File: config.mk
export PLATFORM = sky130hd
export DESIGN_NAME = hazard_tracker_flat
export DESIGN_NICKNAME = d
export VERILOG_FILES = /design/src/rtl/hazard_tracker_pkg.sv /design/src/rtl/hazard_tracker_if.sv /design/src/rtl/hazard_slot_cmp.sv /design/src/rtl/hazard_tracker.sv /design/src/flat_wrapper.sv
export SDC_FILE = /design/constraint.sdc
export NUM_CORES = 1
export LEC_CHECK = 0
export CELL_PAD_IN_SITES_DETAIL_PLACEMENT = 0
export CELL_PAD_IN_SITES_GLOBAL_PLACEMENT = 1
export CORE_MARGIN = 2
export CORE_UTILIZATION = 35
export CTS_BUF_LIST = sky130_fd_sc_hd__clkbuf_4 sky130_fd_sc_hd__clkbuf_8 sky130_fd_sc_hd__clkbuf_16
export CTS_CLUSTER_DIAMETER = 100
export DETAILED_ROUTE_END_ITERATION = 8
export HOLD_SLACK_MARGIN = 0.03
export PLACE_DENSITY = 0.78
export SLEW_MARGIN = 20
export SYNTH_ARGS = -nofsm -noshare
export SYNTH_HDL_FRONTEND = slang
export SYNTH_SLANG_ARGS = --single-unit
File: constraint.sdc
create_clock -name clk -period 3.2 [get_ports clk]
set_input_delay 0.48 -clock clk [delete_from_list [all_inputs] [get_ports clk]]
set_output_delay 0.48 -clock clk [all_outputs]
set_load 0.01 [all_outputs]
File: src/rtl/hazard_tracker_pkg.sv
// Shared types and encodings for the D/E/M/W hazard scoreboard.
// Forwarding-select codes, the "source unused" Tuse value and the per-stage writer slot.
package hazard_tracker_pkg;

   localparam logic [1:0] FWD_RF = 2'd0;
   localparam logic [1:0] FWD_E  = 2'd1;
   localparam logic [1:0] FWD_M  = 2'd2;
   localparam logic [1:0] FWD_W  = 2'd3;

   localparam logic [2:0] TUSE_NONE = 3'd3;

   typedef struct packed {
      logic [4:0] addr;
      logic [1:0] tnew;
   } slot_t;

   localparam slot_t SLOT_EMPTY = '0;

   // One pipeline step older: tnew counts down and sticks at 0.
   function automatic slot_t age_slot(input slot_t s);
      slot_t r;
      r = s;
      if (s.tnew != 2'd0) begin
         r.tnew = s.tnew - 2'd1;
      end
      return r;
   endfunction

   // match/ready bit 0 = E, 1 = M, 2 = W; the youngest matching writer decides,
   // and a matching writer that is not ready yet hides every older one.
   function automatic logic [1:0] fwd_select(input logic [2:0] match, input logic [2:0] ready);
      logic [1:0] sel;
      sel = FWD_RF;
      if (match[0]) begin
         sel = ready[0] ? FWD_E : FWD_RF;
      end else if (match[1]) begin
         sel = ready[1] ? FWD_M : FWD_RF;
      end else if (match[2]) begin
         sel = ready[2] ? FWD_W : FWD_RF;
      end
      return sel;
   endfunction

endpackage

File: src/rtl/hazard_tracker_if.sv
// D-stage hazard fields into the tracker, stall/forward selects and stall count back out.
// master = decode/pipeline control side, slave = hazard_tracker.
interface hazard_tracker_if #(
   parameter int CNT_W = 16
);

   logic [4:0]       D_rs;
   logic [4:0]       D_rt;
   logic [2:0]       D_Tuse_rs;
   logic [2:0]       D_Tuse_rt;
   logic [4:0]       D_wr_addr;
   logic             D_wr_en;
   logic [2:0]       D_Tnew;

   logic             stall;
   logic [1:0]       D_fwd_rs;
   logic [1:0]       D_fwd_rt;
   logic [1:0]       E_fwd_rs;
   logic [1:0]       E_fwd_rt;
   logic [CNT_W-1:0] stall_count;

   modport master (
      output D_rs, D_rt, D_Tuse_rs, D_Tuse_rt, D_wr_addr, D_wr_en, D_Tnew,
      input  stall, D_fwd_rs, D_fwd_rt, E_fwd_rs, E_fwd_rt, stall_count
   );

   modport slave (
      input  D_rs, D_rt, D_Tuse_rs, D_Tuse_rt, D_wr_addr, D_wr_en, D_Tnew,
      output stall, D_fwd_rs, D_fwd_rt, E_fwd_rs, E_fwd_rt, stall_count
   );

endinterface

File: src/rtl/hazard_slot_cmp.sv
// Compares one in-flight writer slot against one source register; purely combinational.
// match: same non-zero register; stall_hit: result not ready in time; fwd_hit: result ready now.
module hazard_slot_cmp
   import hazard_tracker_pkg::*;
(
   input  slot_t      slot,
   input  logic [4:0] src,
   input  logic [2:0] tuse,
   output logic       match,
   output logic       stall_hit,
   output logic       fwd_hit
);

   always_comb begin
      match     = (slot.addr != 5'd0) && (slot.addr == src);
      stall_hit = match && ({1'b0, slot.tnew} > tuse);
      fwd_hit   = match && (slot.tnew == 2'd0);
   end

endmodule

File: src/rtl/hazard_tracker.sv
// Tracks writers in E/M/W, drives D stall plus D/E forward selects combinationally (0 latency).
// stall_count is registered one edge behind stall and saturates; async active-low reset empties all slots.
module hazard_tracker
   import hazard_tracker_pkg::*;
#(
   parameter int CNT_W = 16
) (
   input  logic            clk,
   input  logic            reset,
   hazard_tracker_if.slave hz
);

   slot_t            e_q, e_d;
   slot_t            m_q, m_d;
   slot_t            w_q, w_d;
   logic [4:0]       e_rs_q, e_rs_d;
   logic [4:0]       e_rt_q, e_rt_d;
   logic [CNT_W-1:0] cnt_q, cnt_d;

   logic             stall;

   slot_t            stage_slot [3];
   logic [4:0]       d_src      [2];
   logic [2:0]       d_tuse     [2];
   logic [4:0]       e_src      [2];

   logic [2:0]       d_match     [2];
   logic [2:0]       d_stall_hit [2];
   logic [2:0]       d_fwd_hit   [2];
   logic [2:0]       e_match     [2];
   logic [2:0]       e_fwd_hit   [2];
   logic [2:1]       e_stall_hit [2];

   assign stage_slot[0] = e_q;
   assign stage_slot[1] = m_q;
   assign stage_slot[2] = w_q;

   assign d_src[0]  = hz.D_rs;
   assign d_src[1]  = hz.D_rt;
   assign d_tuse[0] = hz.D_Tuse_rs;
   assign d_tuse[1] = hz.D_Tuse_rt;
   assign e_src[0]  = e_rs_q;
   assign e_src[1]  = e_rt_q;

   // Index s selects the source (0 = rs, 1 = rt), g the stage (0 = E, 1 = M, 2 = W).
   for (genvar s = 0; s < 2; s++) begin : g_src
      for (genvar g = 0; g < 3; g++) begin : g_d_stage
         hazard_slot_cmp u_d_cmp (
            .slot      (stage_slot[g]),
            .src       (d_src[s]),
            .tuse      (d_tuse[s]),
            .match     (d_match[s][g]),
            .stall_hit (d_stall_hit[s][g]),
            .fwd_hit   (d_fwd_hit[s][g])
         );
      end

      assign e_match[s][0]   = 1'b0;
      assign e_fwd_hit[s][0] = 1'b0;

      for (genvar g = 1; g < 3; g++) begin : g_e_stage
         hazard_slot_cmp u_e_cmp (
            .slot      (stage_slot[g]),
            .src       (e_src[s]),
            .tuse      (TUSE_NONE),
            .match     (e_match[s][g]),
            .stall_hit (e_stall_hit[s][g]),
            .fwd_hit   (e_fwd_hit[s][g])
         );
      end
   end

   // W always has tnew = 0, so only E and M can hold up decode.
   assign stall = |{d_stall_hit[0][1:0], d_stall_hit[1][1:0]};

   assign hz.stall       = stall;
   assign hz.D_fwd_rs    = fwd_select(d_match[0], d_fwd_hit[0]);
   assign hz.D_fwd_rt    = fwd_select(d_match[1], d_fwd_hit[1]);
   assign hz.E_fwd_rs    = fwd_select(e_match[0], e_fwd_hit[0]);
   assign hz.E_fwd_rt    = fwd_select(e_match[1], e_fwd_hit[1]);
   assign hz.stall_count = cnt_q;

   always_comb begin
      e_d    = SLOT_EMPTY;
      e_rs_d = 5'd0;
      e_rt_d = 5'd0;
      if (!stall) begin
         e_d.addr = hz.D_wr_en ? hz.D_wr_addr : 5'd0;
         e_d.tnew = hz.D_Tnew[1:0];
         e_rs_d   = hz.D_rs;
         e_rt_d   = hz.D_rt;
      end

      m_d = age_slot(e_q);
      w_d = age_slot(m_q);

      cnt_d = cnt_q;
      if (stall && !(&cnt_q)) begin
         cnt_d = cnt_q + 1'b1;
      end
   end

   always_ff @(posedge clk or negedge reset) begin
      if (!reset) begin
         e_q    <= SLOT_EMPTY;
         m_q    <= SLOT_EMPTY;
         w_q    <= SLOT_EMPTY;
         e_rs_q <= 5'd0;
         e_rt_q <= 5'd0;
         cnt_q  <= '0;
      end else begin
         e_q    <= e_d;
         m_q    <= m_d;
         w_q    <= w_d;
         e_rs_q <= e_rs_d;
         e_rt_q <= e_rt_d;
         cnt_q  <= cnt_d;
      end
   end

   logic unused_sigs;
   assign unused_sigs = ^{hz.D_Tnew[2], e_stall_hit[0], e_stall_hit[1],
                          d_stall_hit[0][2], d_stall_hit[1][2]};

endmodule
File: src/flat_wrapper.sv
// flat-port wrapper written by rule: the top's interface ports become plain ports
module hazard_tracker_flat import hazard_tracker_pkg::*;
#(
   parameter int CNT_W = 16
)
  (clk, reset, hz_D_rs, hz_D_rt, hz_D_Tuse_rs, hz_D_Tuse_rt, hz_D_wr_addr, hz_D_wr_en, hz_D_Tnew, hz_stall, hz_D_fwd_rs, hz_D_fwd_rt, hz_E_fwd_rs, hz_E_fwd_rt, hz_stall_count);
  hazard_tracker_if #(.CNT_W(CNT_W)) hz_i ();
  input  logic clk;
  input  logic reset;
  input wire logic [$bits(hz_i.D_rs)-1:0] hz_D_rs;
  input wire logic [$bits(hz_i.D_rt)-1:0] hz_D_rt;
  input wire logic [$bits(hz_i.D_Tuse_rs)-1:0] hz_D_Tuse_rs;
  input wire logic [$bits(hz_i.D_Tuse_rt)-1:0] hz_D_Tuse_rt;
  input wire logic [$bits(hz_i.D_wr_addr)-1:0] hz_D_wr_addr;
  input wire logic [$bits(hz_i.D_wr_en)-1:0] hz_D_wr_en;
  input wire logic [$bits(hz_i.D_Tnew)-1:0] hz_D_Tnew;
  output wire logic [$bits(hz_i.stall)-1:0] hz_stall;
  output wire logic [$bits(hz_i.D_fwd_rs)-1:0] hz_D_fwd_rs;
  output wire logic [$bits(hz_i.D_fwd_rt)-1:0] hz_D_fwd_rt;
  output wire logic [$bits(hz_i.E_fwd_rs)-1:0] hz_E_fwd_rs;
  output wire logic [$bits(hz_i.E_fwd_rt)-1:0] hz_E_fwd_rt;
  output wire logic [$bits(hz_i.stall_count)-1:0] hz_stall_count;
  assign hz_i.D_rs = hz_D_rs;
  assign hz_i.D_rt = hz_D_rt;
  assign hz_i.D_Tuse_rs = hz_D_Tuse_rs;
  assign hz_i.D_Tuse_rt = hz_D_Tuse_rt;
  assign hz_i.D_wr_addr = hz_D_wr_addr;
  assign hz_i.D_wr_en = hz_D_wr_en;
  assign hz_i.D_Tnew = hz_D_Tnew;
  assign hz_stall = hz_i.stall;
  assign hz_D_fwd_rs = hz_i.D_fwd_rs;
  assign hz_D_fwd_rt = hz_i.D_fwd_rt;
  assign hz_E_fwd_rs = hz_i.E_fwd_rs;
  assign hz_E_fwd_rt = hz_i.E_fwd_rt;
  assign hz_stall_count = hz_i.stall_count;
  hazard_tracker #(.CNT_W(CNT_W)) u_core (.clk(clk), .reset(reset), .hz(hz_i));
endmodule
==> reports/results.txt, run 1 <==
Die X -> 91.1 um
Pin count of the biggest net entering global routing -> 48
R2R cell count -> 11
Per-cell routed wire length -> 14.3 um
Hpwl dp -> 4.52 mm
Post-synthesis adder-cell area fraction -> 4.25%
CTS Buffer Depth -> 2
Required @ worst endpoint -> 2720 ps
Endpoint type of the worst setup path -> primary output
Initial antenna violation count -> 0
Unrepaired setup endpoints after global routing -> true
Share of layout cells above drive strength 1 -> 14.6%
CP max stage delay -> 560 ps
CP arrival -> 2610 ps
Max VDD drop -> 0.000264 V
Sequential share of the synthesized area -> 44.3%
Vias per cell -> 4.76
Fmax -> 324 MHz
Async set-reset flop share out of synthesis -> 100%
Antenna Cells -> 0
Largest family of logic cells by synthesized area -> XOR/XNOR gates
Syn Nets -> 288
Run status -> finished clean
# Max-Cap Violations -> 0
Path type of the worst setup path -> reg2out
Post-synthesis xor/xnor area fraction -> 20.1%
Peak fanout along the critical path -> 3
Post-DRT Antenna Nets -> 0
Layout area overhead -> 29.7%
Final Cycle Share -> 96.5%
Clk pin slew, worst setup/hold paths -> 90 ps
Syn Area/Cell -> 10.5 um2
Die area -> 8290 um2
Io pins -> 52
Skew final -> 6.11 ps
Most used DFF post-synth -> dfrtp_1
Crit path buffers/inverters -> 6
#FFs+latches synth -> 47
Syn Inst Count -> 252
Pleak -> 0.00149 uW
CTS buffer count -> 5
Compound-gate portion of the synthesized area -> 5.75%
Ordered cell list for the critical path -> or4_4 -> o211ai_1 -> buf_4 -> buf_4 -> buf_4 -> buf_4 -> nor3_2 -> a2111oi_4 -> inv_1 -> dlygate4sd2_1
Least-Margin Pin Slew -> 594 ps
RR Startpoint -> u_core.m_q[3]
Clock Latency Late Sink -> 300 ps
CORE AREA -> 7290 um2
Gr ovfl total -> 0
Final std cells w/o fill -> 415
Initial Util -> 36.4%
First-pass GRT wire length -> 10.1 mm
Initial drt markers -> 56
CTS tree -> yes
YS warnings -> 0
Mapped Area -> 2650 um2
# rows -> 31
Final Hold Viols -> 0
Max-slew violations -> 0
Post-Route WL -> 5.95 mm
GRT Overall Usage -> 15.4%
Tot Pwr -> 1310 uW
Slowest CP cell -> or4_4
Final min period -> 3090 ps
Drc violations -> 0
Clock Tree Root -> clkbuf_8
CP delay by family, top -> buffers and inverters
Post-synthesis simple-gate area fraction -> 19.3%
Pwr dens -> 380 nW/um2
Nets -> 351
Worst slew margin -> 60.4%
Number of flops mapped to enable cells by yosys -> 0
First-pass DRT Iterations -> 4
Hold Crit Class -> in2async
Slack of the worst reg-to-reg path -> 370 ps
Via count -> 1974
Final setup violation count -> 0
Htree depth -> 2
IO Port Bufs -> 50
Cells after DPL -> 404
Post-synthesis mux area share -> 3.02%
Die Ht -> 91.1 um
Worst reg2reg endpoint -> u_core.hz.stall_count[14]
Routability cong. -> 0.764
Startpoint Class -> register
CTS sink count -> 47
Unique masters post-synth -> 37
Most Frequent Cell on Critical Path -> buf_4
Vias in the first global route -> 2024
[cell usage in the layout (no fill, tap or decap), drive strengths merged, types with 3 or more instances in the layout]
cell and n:
mux2 5, ha 9, dfrtp 47, nor4 8
o21ai 5, inv 6, xnor2 35, clkdlybuf4s50 44
buf 20, nor3 9, nor2b 5, o211ai 4
dlygate4sd2 3, and2 14, nor4b 4, or4 4
nor2 11, xor2 26, nand4 6, and3 5
clkbuf 7, nand2 11, nand3 8, a21oi 6
[cell type report]
class,count,area [um2]
inverters,6,22.5
fillers,724,3850
repair buffers,69,627
clock buffers,5,68.8
multi-input cells,186,1400
flip-flops and latches,47,1180
well taps,99,124
clock inverters,3,20.0
[state kept, by name, indices dropped and copies added, names as in the netlist]
signal / count
u_core.e_q: 7
u_core.e_rs_q: 5
u_core.e_rt_q: 5
u_core.hz.stall_count: 16
u_core.m_q: 7
u_core.stage_slot: 7
[worst register-to-register path, delay by kind of cell (launching register included)]
kind / cells / cell delay [ps]
compound gates: 2 / 210
xor+xnor: 1 / 160
buf+inv: 5 / 780
flops: 1 / 570
mux: 1 / 370
simple gates: 2 / 620
[how the worst max path moves through the flow]
| stage | start | endpoint | slack (ps) | cells past startpoint |
|---|---|---|---|---|
| floorplan | u_core.m_q[2] | hz_stall | 630 | 8 |
| global placement | hz_D_rt[1] | hz_D_fwd_rt[1] | 30 | 7 |
| detailed placement | hz_D_rt[4] | hz_D_fwd_rt[0] | 10 | 7 |
| CTS | u_core.m_q[2] | hz_D_fwd_rt[0] | 50 | 6 |
| global route | u_core.m_q[2] | hz_stall | -20 | 10 |
| finish | u_core.m_q[2] | hz_stall | 110 | 10 |
[where the power goes]
part	leakage (uW)	total (uW)	internal [uW]	switching (uW)
Clock	0.0000402	361	152	209
Sequential	0.000608	672	629	42.8
Combinational	0.000843	275	154	120
[per-stage QoR]
step / hold WS, ps / setup TNS (ps) / setup WS (ps) / cell area (um2) / util (%)
2_1_floorplan: 184 / 0 / 627 / 2650 / -
3_3_place_gp: 447 / 0 / 34.2 / 3330 / 45.7
3_5_place_dp: 449 / 0 / 10.5 / 3330 / 45.7
4_1_cts: 392 / 0 / 49.2 / 3440 / 47.2
5_1_grt: 216 / -24.7 / -24.7 / 3440 / 47.2
6_report: 175 / 0 / 113 / 3440 / 47.2
[repair_timing]
action	4_1_cts	5_1_grt
setup endpoints to repair	4	2
pin swaps	1	1
hold buffers	0	0
gates resized for setup	7	4
buffers inserted	2	1
[cells in the mapped netlist, drive strengths merged (6+ instances only)]
cell type   n  area (um2)
xor2       26         228
nand4       6        37.5
xnor2      35         307
and2       14        87.6
a21oi       6        30.0
inv         6        22.5
nor3        9        45.0
nor2       11        43.8
nand2      11        41.3
buf         8        41.3
nor4        8        56.3
dfrtp      47        1180
ha          9         113
nand3       8        40.0
[routing by layer]
| layer | wire, um | GRT usage (%) | part of all wire, % |
|---|---|---|---|
| met5 | 0 | 0 | 0 |
| met4 | 74 | 4.04 | 1.2 |
| met3 | 294 | 4.07 | 4.9 |
| met2 | 2760 | 24.3 | 46 |
| met1 | 2830 | 21.0 | 47 |
[cells by family (layout without fill, tap and decap cells)]
| logic type | after synthesis | in the layout |
|---|---|---|
| buf+inv | 19 | 83 |
| mux | 7 | 7 |
| compound gates | 20 | 20 |
| xor+xnor | 61 | 61 |
| flops | 47 | 47 |
| fa+ha+maj | 9 | 9 |
| simple gates | 89 | 89 |
No activity file was read; power rests on OpenSTA's default activity.
==> run 2: changes to the inputs <==
CTS_BUF_LIST = sky130_fd_sc_hd__clkbuf_4 sky130_fd_sc_hd__clkbuf_8   (was sky130_fd_sc_hd__clkbuf_4 sky130_fd_sc_hd__clkbuf_8 sky130_fd_sc_hd__clkbuf_16)
PLACE_DENSITY = 0.81   (was 0.78)
clock period = 2.6 ns   (was 3.2 ns; I/O delays follow)
==> reports/results.txt, run 2 (synthesis gave the netlist of run 1 again) <==
Largest register FFs -> 16
Die X -> 91.1 um
Vias per cell -> 4.75
Commonest non-fill, non-tap cell in the layout -> buf_4
CP delay by family, top -> simple AND/OR/NAND/NOR gates
Clk pin slew, worst setup/hold paths -> 80 ps
Slowest CP cell -> or4_4
Most Frequent Cell on Critical Path -> or4_4
CTS tree -> yes
Routability cong. -> 0.803
CP max stage delay -> 560 ps
Final min period -> 2720 ps
Via count -> 2201
Gr ovfl total -> 0
Layout area overhead -> 51.3%
Cts hold-fix bufs -> 0
Cells after DPL -> 434
Worst slew margin -> 49.6%
Setup ws final -> -116 ps
Dpl cell area -> 3560 um2
Pin count of the biggest net entering global routing -> 28
Crit path buffers/inverters -> 2
Pwr dens -> 431 nW/um2
Max-slew violations -> 0
Io pins -> 52
Failing checks -> negative setup slack
Endpoint type of the worst setup path -> primary output
IO Port Bufs -> 50
Die Ht -> 91.1 um
First-pass GRT wire length -> 10.7 mm
Clock Tree Root -> clkbuf_8
# rows -> 31
Hold Crit Class -> in2async
Path type of the worst setup path -> reg2out
GRT Overall Usage -> 15.9%
CORE AREA -> 7290 um2
Least-Margin Pin Slew -> 753 ps
# Max-Cap Violations -> 0
First-pass DRT Iterations -> 4
Setup TNS -> -800 ps
CTS Buffer Depth -> 2
Ordered cell list for the critical path -> or4_4 -> buf_6 -> o211ai_4 -> nor2_2 -> or4_4 -> mux2i_1 -> buf_2
Post-Route WL -> 6.63 mm
Post-DRT Antenna Nets -> 0
Vias in the first global route -> 2230
Final Hold Viols -> 0
Final Cycle Share -> 104%
Design area -> 4010 um2
Run status -> complete, but fails checks
Htree depth -> 2
Share of layout cells above drive strength 1 -> 33.5%
CP arrival -> 2330 ps
Nets -> 399
Placement Setup Slack -> -381 ps
Max VDD drop -> 0.000331 V
Required @ worst endpoint -> 2210 ps
Unrepaired setup endpoints after global routing -> true
Final std cells w/o fill -> 463
Drc violations -> 0
Per-cell routed wire length -> 14.3 um
Fmax -> 368 MHz
Die area -> 8290 um2
Hpwl dp -> 4.77 mm
CTS sink count -> 47
Startpoint Class -> register
Initial drt markers -> 38
Skew final -> 6.15 ps
Antenna Cells -> 0
Peak fanout along the critical path -> 3
Final setup violation count -> 21
Pleak -> 0.00182 uW
Clock Latency Late Sink -> 290 ps
Most frequent cells in the layout -> buf_4 (56), dfrtp_1 (47), clkdlybuf4s50_1 (38)
Initial antenna violation count -> 0
Initial Util -> 36.4%
CTS buffer count -> 5
==> run 2: cell count changes in the layout (fill, tap and decap cells not counted), sizes merged <==
cell	previous run	this run
clkinvlp	2	0
clkdlybuf4s50	44	38
dlygate4sd2	3	0
clkdlybuf4s15	0	1
dlymetal6s2s	0	2
clkinv	1	0
clkbuf	7	8
buf	20	76
==> run 2: final timing paths <==
| check | from | end | slack (ps) | cells after the start |
|---|---|---|---|---|
| worst max-delay path | u_core.m_q[2] | hz_D_fwd_rs[0] | -120 | 7 |
| worst min-delay path | reset | u_core.hz.stall_count[10] | 40 | 1 |
| worst max register to register | u_core.m_q[2] | u_core.hz.stall_count[3] | -60 | 12 |
| worst min register to register | u_core.e_q[0] | u_core.m_q[0] | 460 | 1 |
| max in group asynchronous | reset | u_core.e_rs_q[1] | 1830 | 2 |
| min in group clk | u_core.e_q[0] | u_core.m_q[0] | 460 | 1 |
==> run 2: area by class of cell <==
| cell class | count | area [um2] |
|---|---|---|
| repair buffers | 117 | 1020 |
| multi-input cells | 186 | 1570 |
| inverters | 6 | 22.5 |
| clock buffers | 8 | 104 |
| flip-flops and latches | 47 | 1180 |
| fillers | 664 | 3280 |
| well taps | 99 | 124 |
==> run 2: report_power, final <==
part           switching, uW  total, uW  internal, uW
clock                    226        479           253
sequential              42.4        816           774
combinational            189        433           244
==> run 2: metal layers <==
metal / global-route usage [%] / vias to the layer above / wire (um)
met5: 0 / - / 0
met4: 3.91 / 0 / 130
met3: 3.90 / 13 / 316
met2: 27.3 / 51 / 3240
met1: 20.3 / 1054 / 2940
li1: - / 1083 / -
==> run 2: worst register-to-register path, cell delays in order (launching register included) <==
cell and delay [ps]:
dfrtp_1 380, or4_4 560, buf_6 140, o211ai_4 190
buf_6 130, nor3_4 40, a2111oi_4 300, buf_4 190
buf_8 120, buf_8 130, buf_6 120, nor3_2 50
xor2_1 180
==> run 2: timing repair <==
action / in CTS / in global routing
cloned: 2 / 0
pin swaps: 10 / 14
gates resized for setup: 51 / 40
setup buffers: 19 / 11
endpoints found under the hold margin: 0 / 0
setup endpoints to repair: 16 / 40
==> run 2: through the flow <==
step / total power [uW] / hold WS [ps] / utilization [%]
final: 1730 / 44.7 / 55.0
after floorplan: 1010 / 94.4 / -
after global routing: 1820 / 52.5 / 55.0
after global placement: 1200 / 364 / 48.8
after detailed placement: 1210 / 370 / 48.8
after CTS: 1730 / 43.1 / 52.5
